### src/rtl/seq_multiplier_nbits_pkg.sv
// Shared types and helpers for the sequential shift-and-add multiplier.
package mult_pkg;

  typedef enum logic [1:0] {IDLE, CALC, DONE} mult_state_t;

  localparam int DEFAULT_WIDTH = 32;

  // Bits needed to count iterations 0..w-1.
  function automatic int count_width(int w);
    return (w > 1) ? $clog2(w) : 1;
  endfunction

endpackage

### src/rtl/seq_multiplier_nbits_if.sv
// Request/result bundle between the control unit (master) and the multiplier (slave).
interface seq_multiplier_nbits_if
  import mult_pkg::*;
#(
  parameter int WIDTH = DEFAULT_WIDTH
);
  logic             start;
  logic             signedMode;
  logic [WIDTH-1:0] multiplicand;
  logic [WIDTH-1:0] multiplier;
  logic             busy;
  logic             done;
  logic [WIDTH-1:0] productHi;
  logic [WIDTH-1:0] productLo;

  modport master (
    output start, signedMode, multiplicand, multiplier,
    input  busy, done, productHi, productLo
  );

  modport slave (
    input  start, signedMode, multiplicand, multiplier,
    output busy, done, productHi, productLo
  );
endinterface

### src/rtl/seq_multiplier_nbits_cond_negate.sv
// Combinational conditional two's-complement negate, N bits wide.
module cond_negate_nbits #(
  parameter int N = 32
) (
  input  logic [N-1:0] i_in,
  input  logic         i_neg,
  output logic [N-1:0] o_out
);
  assign o_out = i_neg ? (~i_in + N'(1)) : i_in;
endmodule

### src/rtl/seq_multiplier_nbits.sv
// Iterative shift-and-add multiplier, one multiplier bit per clock, signed or unsigned.
// Optional MULT_EARLY_EXIT_EN: finish as soon as the remaining multiplier bits are all zero.
module seq_multiplier_nbits
  import mult_pkg::*;
#(
  parameter int WIDTH = DEFAULT_WIDTH
) (
  input  logic                  clock,
  input  logic                  nReset,
  seq_multiplier_nbits_if.slave bus
);
  localparam int            CW   = count_width(WIDTH);
  localparam logic [CW-1:0] LAST = CW'(WIDTH - 1);

  mult_state_t        r_state, w_state_next;
  logic [2*WIDTH-1:0] r_acc, r_mcand;
  logic [WIDTH-1:0]   r_mplier;
  logic [CW-1:0]      r_count;
  logic               r_neg;
  logic [WIDTH-1:0]   r_prod_hi, r_prod_lo;

  logic [WIDTH-1:0]   w_mag_a, w_mag_b, w_mplier_next;
  logic [2*WIDTH-1:0] w_acc_next, w_result;
  logic               w_accept, w_last;

  // Operands are reduced to magnitudes up front; the sign is reapplied to the final product.
  cond_negate_nbits #(.N(WIDTH)) u_mag_a (
    .i_in  (bus.multiplicand),
    .i_neg (bus.signedMode & bus.multiplicand[WIDTH-1]),
    .o_out (w_mag_a)
  );

  cond_negate_nbits #(.N(WIDTH)) u_mag_b (
    .i_in  (bus.multiplier),
    .i_neg (bus.signedMode & bus.multiplier[WIDTH-1]),
    .o_out (w_mag_b)
  );

  cond_negate_nbits #(.N(2*WIDTH)) u_fix_sign (
    .i_in  (w_acc_next),
    .i_neg (r_neg),
    .o_out (w_result)
  );

  assign w_accept = bus.start && (r_state != CALC);

  // NOTE: every always_comb output gets a default first so no path can infer a latch.
  always_comb begin
    w_acc_next    = r_mplier[0] ? (r_acc + r_mcand) : r_acc;
    w_mplier_next = r_mplier >> 1;
`ifdef MULT_EARLY_EXIT_EN
    w_last        = (r_count == LAST) || (w_mplier_next == '0);
`else
    w_last        = (r_count == LAST);
`endif
    w_state_next  = r_state;
    case (r_state)
      IDLE:    if (bus.start) w_state_next = CALC;
      CALC:    if (w_last)    w_state_next = DONE;
      DONE:    w_state_next = bus.start ? CALC : IDLE;
      default: w_state_next = IDLE;
    endcase
  end

  // NOTE: sequential state uses non-blocking assignments so every register samples pre-edge values.
  always_ff @(posedge clock or negedge nReset) begin
    if (!nReset) begin
      r_state   <= IDLE;
      r_acc     <= '0;
      r_mcand   <= '0;
      r_mplier  <= '0;
      r_count   <= '0;
      r_neg     <= 1'b0;
      r_prod_hi <= '0;
      r_prod_lo <= '0;
    end else begin
      r_state <= w_state_next;
      if (w_accept) begin
        r_acc    <= '0;
        r_mcand  <= {{WIDTH{1'b0}}, w_mag_a};
        r_mplier <= w_mag_b;
        r_count  <= '0;
        r_neg    <= bus.signedMode & (bus.multiplicand[WIDTH-1] ^ bus.multiplier[WIDTH-1]);
      end else if (r_state == CALC) begin
        r_acc    <= w_acc_next;
        r_mcand  <= r_mcand << 1;
        r_mplier <= w_mplier_next;
        r_count  <= r_count + CW'(1);
        if (w_last) {r_prod_hi, r_prod_lo} <= w_result;
      end
    end
  end

  assign bus.busy      = (r_state == CALC);
  assign bus.done      = (r_state == DONE);
  assign bus.productHi = r_prod_hi;
  assign bus.productLo = r_prod_lo;
endmodule
### src/flat_wrapper.sv
// flat-port wrapper written by rule: the top's interface ports become plain ports
module seq_multiplier_nbits_flat import mult_pkg::*;
#(
  parameter int WIDTH = DEFAULT_WIDTH
)
  (clock, nReset, bus_start, bus_signedMode, bus_multiplicand, bus_multiplier, bus_busy, bus_done, bus_productHi, bus_productLo);
  seq_multiplier_nbits_if #(.WIDTH(WIDTH)) bus_i ();
  input  logic clock;
  input  logic nReset;
  input wire logic [$bits(bus_i.start)-1:0] bus_start;
  input wire logic [$bits(bus_i.signedMode)-1:0] bus_signedMode;
  input wire logic [$bits(bus_i.multiplicand)-1:0] bus_multiplicand;
  input wire logic [$bits(bus_i.multiplier)-1:0] bus_multiplier;
  output wire logic [$bits(bus_i.busy)-1:0] bus_busy;
  output wire logic [$bits(bus_i.done)-1:0] bus_done;
  output wire logic [$bits(bus_i.productHi)-1:0] bus_productHi;
  output wire logic [$bits(bus_i.productLo)-1:0] bus_productLo;
  assign bus_i.start = bus_start;
  assign bus_i.signedMode = bus_signedMode;
  assign bus_i.multiplicand = bus_multiplicand;
  assign bus_i.multiplier = bus_multiplier;
  assign bus_busy = bus_i.busy;
  assign bus_done = bus_i.done;
  assign bus_productHi = bus_i.productHi;
  assign bus_productLo = bus_i.productLo;
  seq_multiplier_nbits #(.WIDTH(WIDTH)) u_core (.clock(clock), .nReset(nReset), .bus(bus_i));
endmodule
### config.mk
export PLATFORM = sky130hd
export DESIGN_NAME = seq_multiplier_nbits_flat
export DESIGN_NICKNAME = d
export VERILOG_FILES = /design/src/rtl/seq_multiplier_nbits_pkg.sv /design/src/rtl/seq_multiplier_nbits_if.sv /design/src/rtl/seq_multiplier_nbits_cond_negate.sv /design/src/rtl/seq_multiplier_nbits.sv /design/src/flat_wrapper.sv
export SDC_FILE = /design/constraint.sdc
export NUM_CORES = 1
export LEC_CHECK = 0
export ABC_AREA = 1
export CORE_ASPECT_RATIO = 0.7
export CORE_MARGIN = 1
export CORE_UTILIZATION = 33
export DETAILED_ROUTE_END_ITERATION = 16
export PLACE_DENSITY = 0.48
export REMOVE_ABC_BUFFERS = 1
export SYNTH_ARGS = -nofsm -noshare
export SYNTH_HDL_FRONTEND = slang
export SYNTH_SLANG_ARGS = --single-unit
### constraint.sdc
create_clock -name clock -period 3.85 [get_ports clock]
set_clock_uncertainty 0.05 [all_clocks]
set_input_delay 0.9625 -clock clock [delete_from_list [all_inputs] [get_ports clock]]
set_output_delay 0.9625 -clock clock [all_outputs]
set_load 0.02 [all_outputs]
==> flow_summary.yaml <==
drt:
  wl_um: 79700
  drt_drc_violations_left: 0
  drt-initial-drc-count: 1962
  vias: 20700
  routedWlPerCell_um: 19.3
  drt_pre_antenna_iters: 6
  vias_per_cell: 5.01
  postRouteAntennaNets: 0
cts:
  cts_tree: "yes"
  clk_path_buf_depth: 3
  clk_pin_slew_ns: 0.06
  clk_latency_ns: 0.62
  numCtsBuffers: 29
  root_buffer: "clkbuf_16"
  cts_sinks: 232
  cts-htree-levels: 1
die:
  row_count: 74
  ios: 134
  core-area_um2: 58400
  fp.dieW_um: 293
  die_y_um: 206
  dieArea_um2: 60200
  initial_core_util_pct: 33.4
global_route:
  gr-total-overflow: 0
  antenna_found_initial: 0
  track_usage_pct: 26.4
  grt_max_degree: 103
  grt_pass1_vias: 19100
  grt_pass1_wl_um: 119000
finish:
  utilization_pct: 39.9
  multi_input_area_um2: 11600
  design_area_um2: 23300
  n_fill_cell: 6273
  area_growth_pct: 19.3
  nNetsFinal: 3447
  antenna_cells: 0
  drive_above_1_share_pct: 8.46
  ff_latch_area_um2: 5810
setup_path:
  critPathArrivalTime_ns: 4.14
  crit_buf_inv: 1
  crit_chain: "ha_2 > nand2_1 > inv_1 > nand2_1 > nor2_1 > nand4_1 > nand3_2 > nand2_1 > nand2_1 > nand2_1 > nand2_1 > nand2_1 > nand2_2 > nand2_1 > nor2_1 > nand2_1 > o21ai_2 > xor2_1 > o21ai_1"
  endpoint_kind: "flip-flop"
  cp_slowest_cell: "dfrtp_1"
  ff2ff_setup_slack_ns: 0.13
  critical_path.max_stage_delay_ns: 0.45
  ff2ff_path_depth: 19
  worstPathMaxFanout: 5
  critical-path-top-delay-family: "simple AND/OR/NAND/NOR gates"
  critPathKind: "flip-flop to flip-flop"
  cp_data_required_time_ns: 4.27
  critPathLaunchType: "flip-flop"
  path_depth: 19
  cpMostUsedCell: "nand2_1"
yosys:
  synth_area_um2: 19500
  yosysTopAreaCell: "dfrtp_1"
  synth.area.mux_share_pct: 0
  synth_top_family_by_area: "simple AND/OR/NAND/NOR gates"
  synthTopCellsByArea: "dfrtp_1 (30%), nand2_1 (23%), inv_1 (10%)"
  synth_edf_count: 0
  synthXorXnorAreaFrac_pct: 3.41
  synth_common_cells: "nand2_1 (1181), inv_1 (539), dfrtp_1 (232), nand3_1 (231), nor2_1 (226)"
  yosysMostFrequentCell: "nand2_1"
  yosys.area_share.adder_pct: 4.46
  ys_types: 47
  ys.flop_type: "dfrtp_1"
  yosysWarnings: 0
  synth_compound_area_share_pct: 11.2
  syn_avg_cell_area_um2: 6.14
  synth_top_area_share_pct: 29.7
  ys_ff_latch: 232
  synth-simple-area-share_pct: 38.6
  synth_cells: 3180
  ys_seq_area_share_pct: 29.7
  async_reset_ff_share_pct: 100
sta:
  hold_viol: 0
  hold_ws_ns: 0.257
  finalCriticalPeriod_ns: 3.72
  slew_headroom_pct: 33.6
  min_period_over_period_pct: 96.5
  slew_viol_final: 0
  worst_pin_slew_ns: 0.996
  setup_viol: 0
  fmax_mhz: 269
place:
  gp_congestion: 0.969
  place_area_um2: 22000
  dp_hpwl_um: 63400
  io_buffer_count: 133
outcome:
  run_status: "finished clean"
power_and_ir_drop:
  peakVddDrop_v: 0.000461
  power_density_nw_per_um2: 1010
  p_leak_nw: 12.0
min_path:
  min_path_type: "input pin to async pin"
flow_run:
  maxCapViolCount: 0
[placed cells by master, fill, tap and decap left out, drive strengths merged, types with 25 or more instances in the layout]
master and count:
nor2 259, nor3 29, nand2 1210, dfrtp 232
o21ai 125, buf 54, xor2 51, xnor2 25
a21oi 71, nand3 241, o22ai 80, nand4 34
ha 68, o221ai 50, clkbuf 41, clkdlybuf4s50 132
inv 556
[path summary, 6_finish.rpt]
check | startpoint | end
max | u_core.r_acc[17]$_DFFE_PN0P_ | u_core.bus.productHi[5]$_DFFE_PN0P_
max reg2reg | u_core.r_acc[17]$_DFFE_PN0P_ | u_core.bus.productHi[5]$_DFFE_PN0P_
min in group clock | u_core.bus.productHi[30]$_DFFE_PN0P_ | u_core.bus.productHi[30]$_DFFE_PN0P_
max in group asynchronous | nReset | u_core.r_mcand[45]$_DFFE_PN0P_
min | nReset | u_core.r_mplier[28]$_DFFE_PN0P_
min reg2reg | u_core.bus.productHi[30]$_DFFE_PN0P_ | u_core.bus.productHi[30]$_DFFE_PN0P_
[flip-flops by register name (all words and copies together) (netlist names)]
register              count
u_core.r_mcand           64
u_core.r_count            5
u_core.bus.productLo     32
u_core.r_mplier          32
u_core.r_state            2
u_core.bus.productHi     32
u_core.r_neg              1
u_core.r_acc             64
[through the flow]
| stage | TNS [ns] | setup slack (ns) | std cells | power [mW] |
|---|---|---|---|---|
| detailed placement | -0.252 | -0.0607 | 4072 | 19.6 |
| finish | 0 | 0.133 | 4130 | 23.5 |
| floorplan | -924.33 | -5.37 | 3093 | 13.8 |
| global route | -0.0294 | -0.0173 | 4130 | 25.4 |
| CTS | 0 | 0.0130 | 4125 | 22.7 |
| global placement | -0.177 | -0.0613 | 4072 | 19.6 |
[metal layers]
metal	share of wire [%]	vias up	GRT usage, %
met5	0	-	0
met4	1.5	0	3.98
met3	9.8	72	7.96
met2	36	638	33.8
met1	53	9711	42.3
li1	-	10300	-
[layout make-up]
class | count | area share (%)
Sequential cell | 232 | 24.9
Clock inverter | 12 | 0.800
Tap cell | 798 | 4.28
Inverter | 559 | 9.01
Timing Repair Buffer | 186 | 7.76
Clock buffer | 41 | 3.52
Multi-Input combinational cell | 2302 | 49.7
[report_power, final]
part | switching [mW] | internal (mW)
Clock | 1.22 | 1.76
Sequential | 0.944 | 3.55
Combinational | 11.1 | 4.96
[logic make-up after synthesis]
family | Yosys count
simple gates | 1803
buf+inv | 646
compound gates | 354
flops | 232
xor+xnor | 76
fa+ha+maj | 69
[timing repair]
item,CTS,global route
resized for setup,2,85
setup buffers,0,5
pin swaps,0,6
setup endpoints to repair,16,35
hold buffers,0,0
No activity file was read; power rests on OpenSTA's default activity.
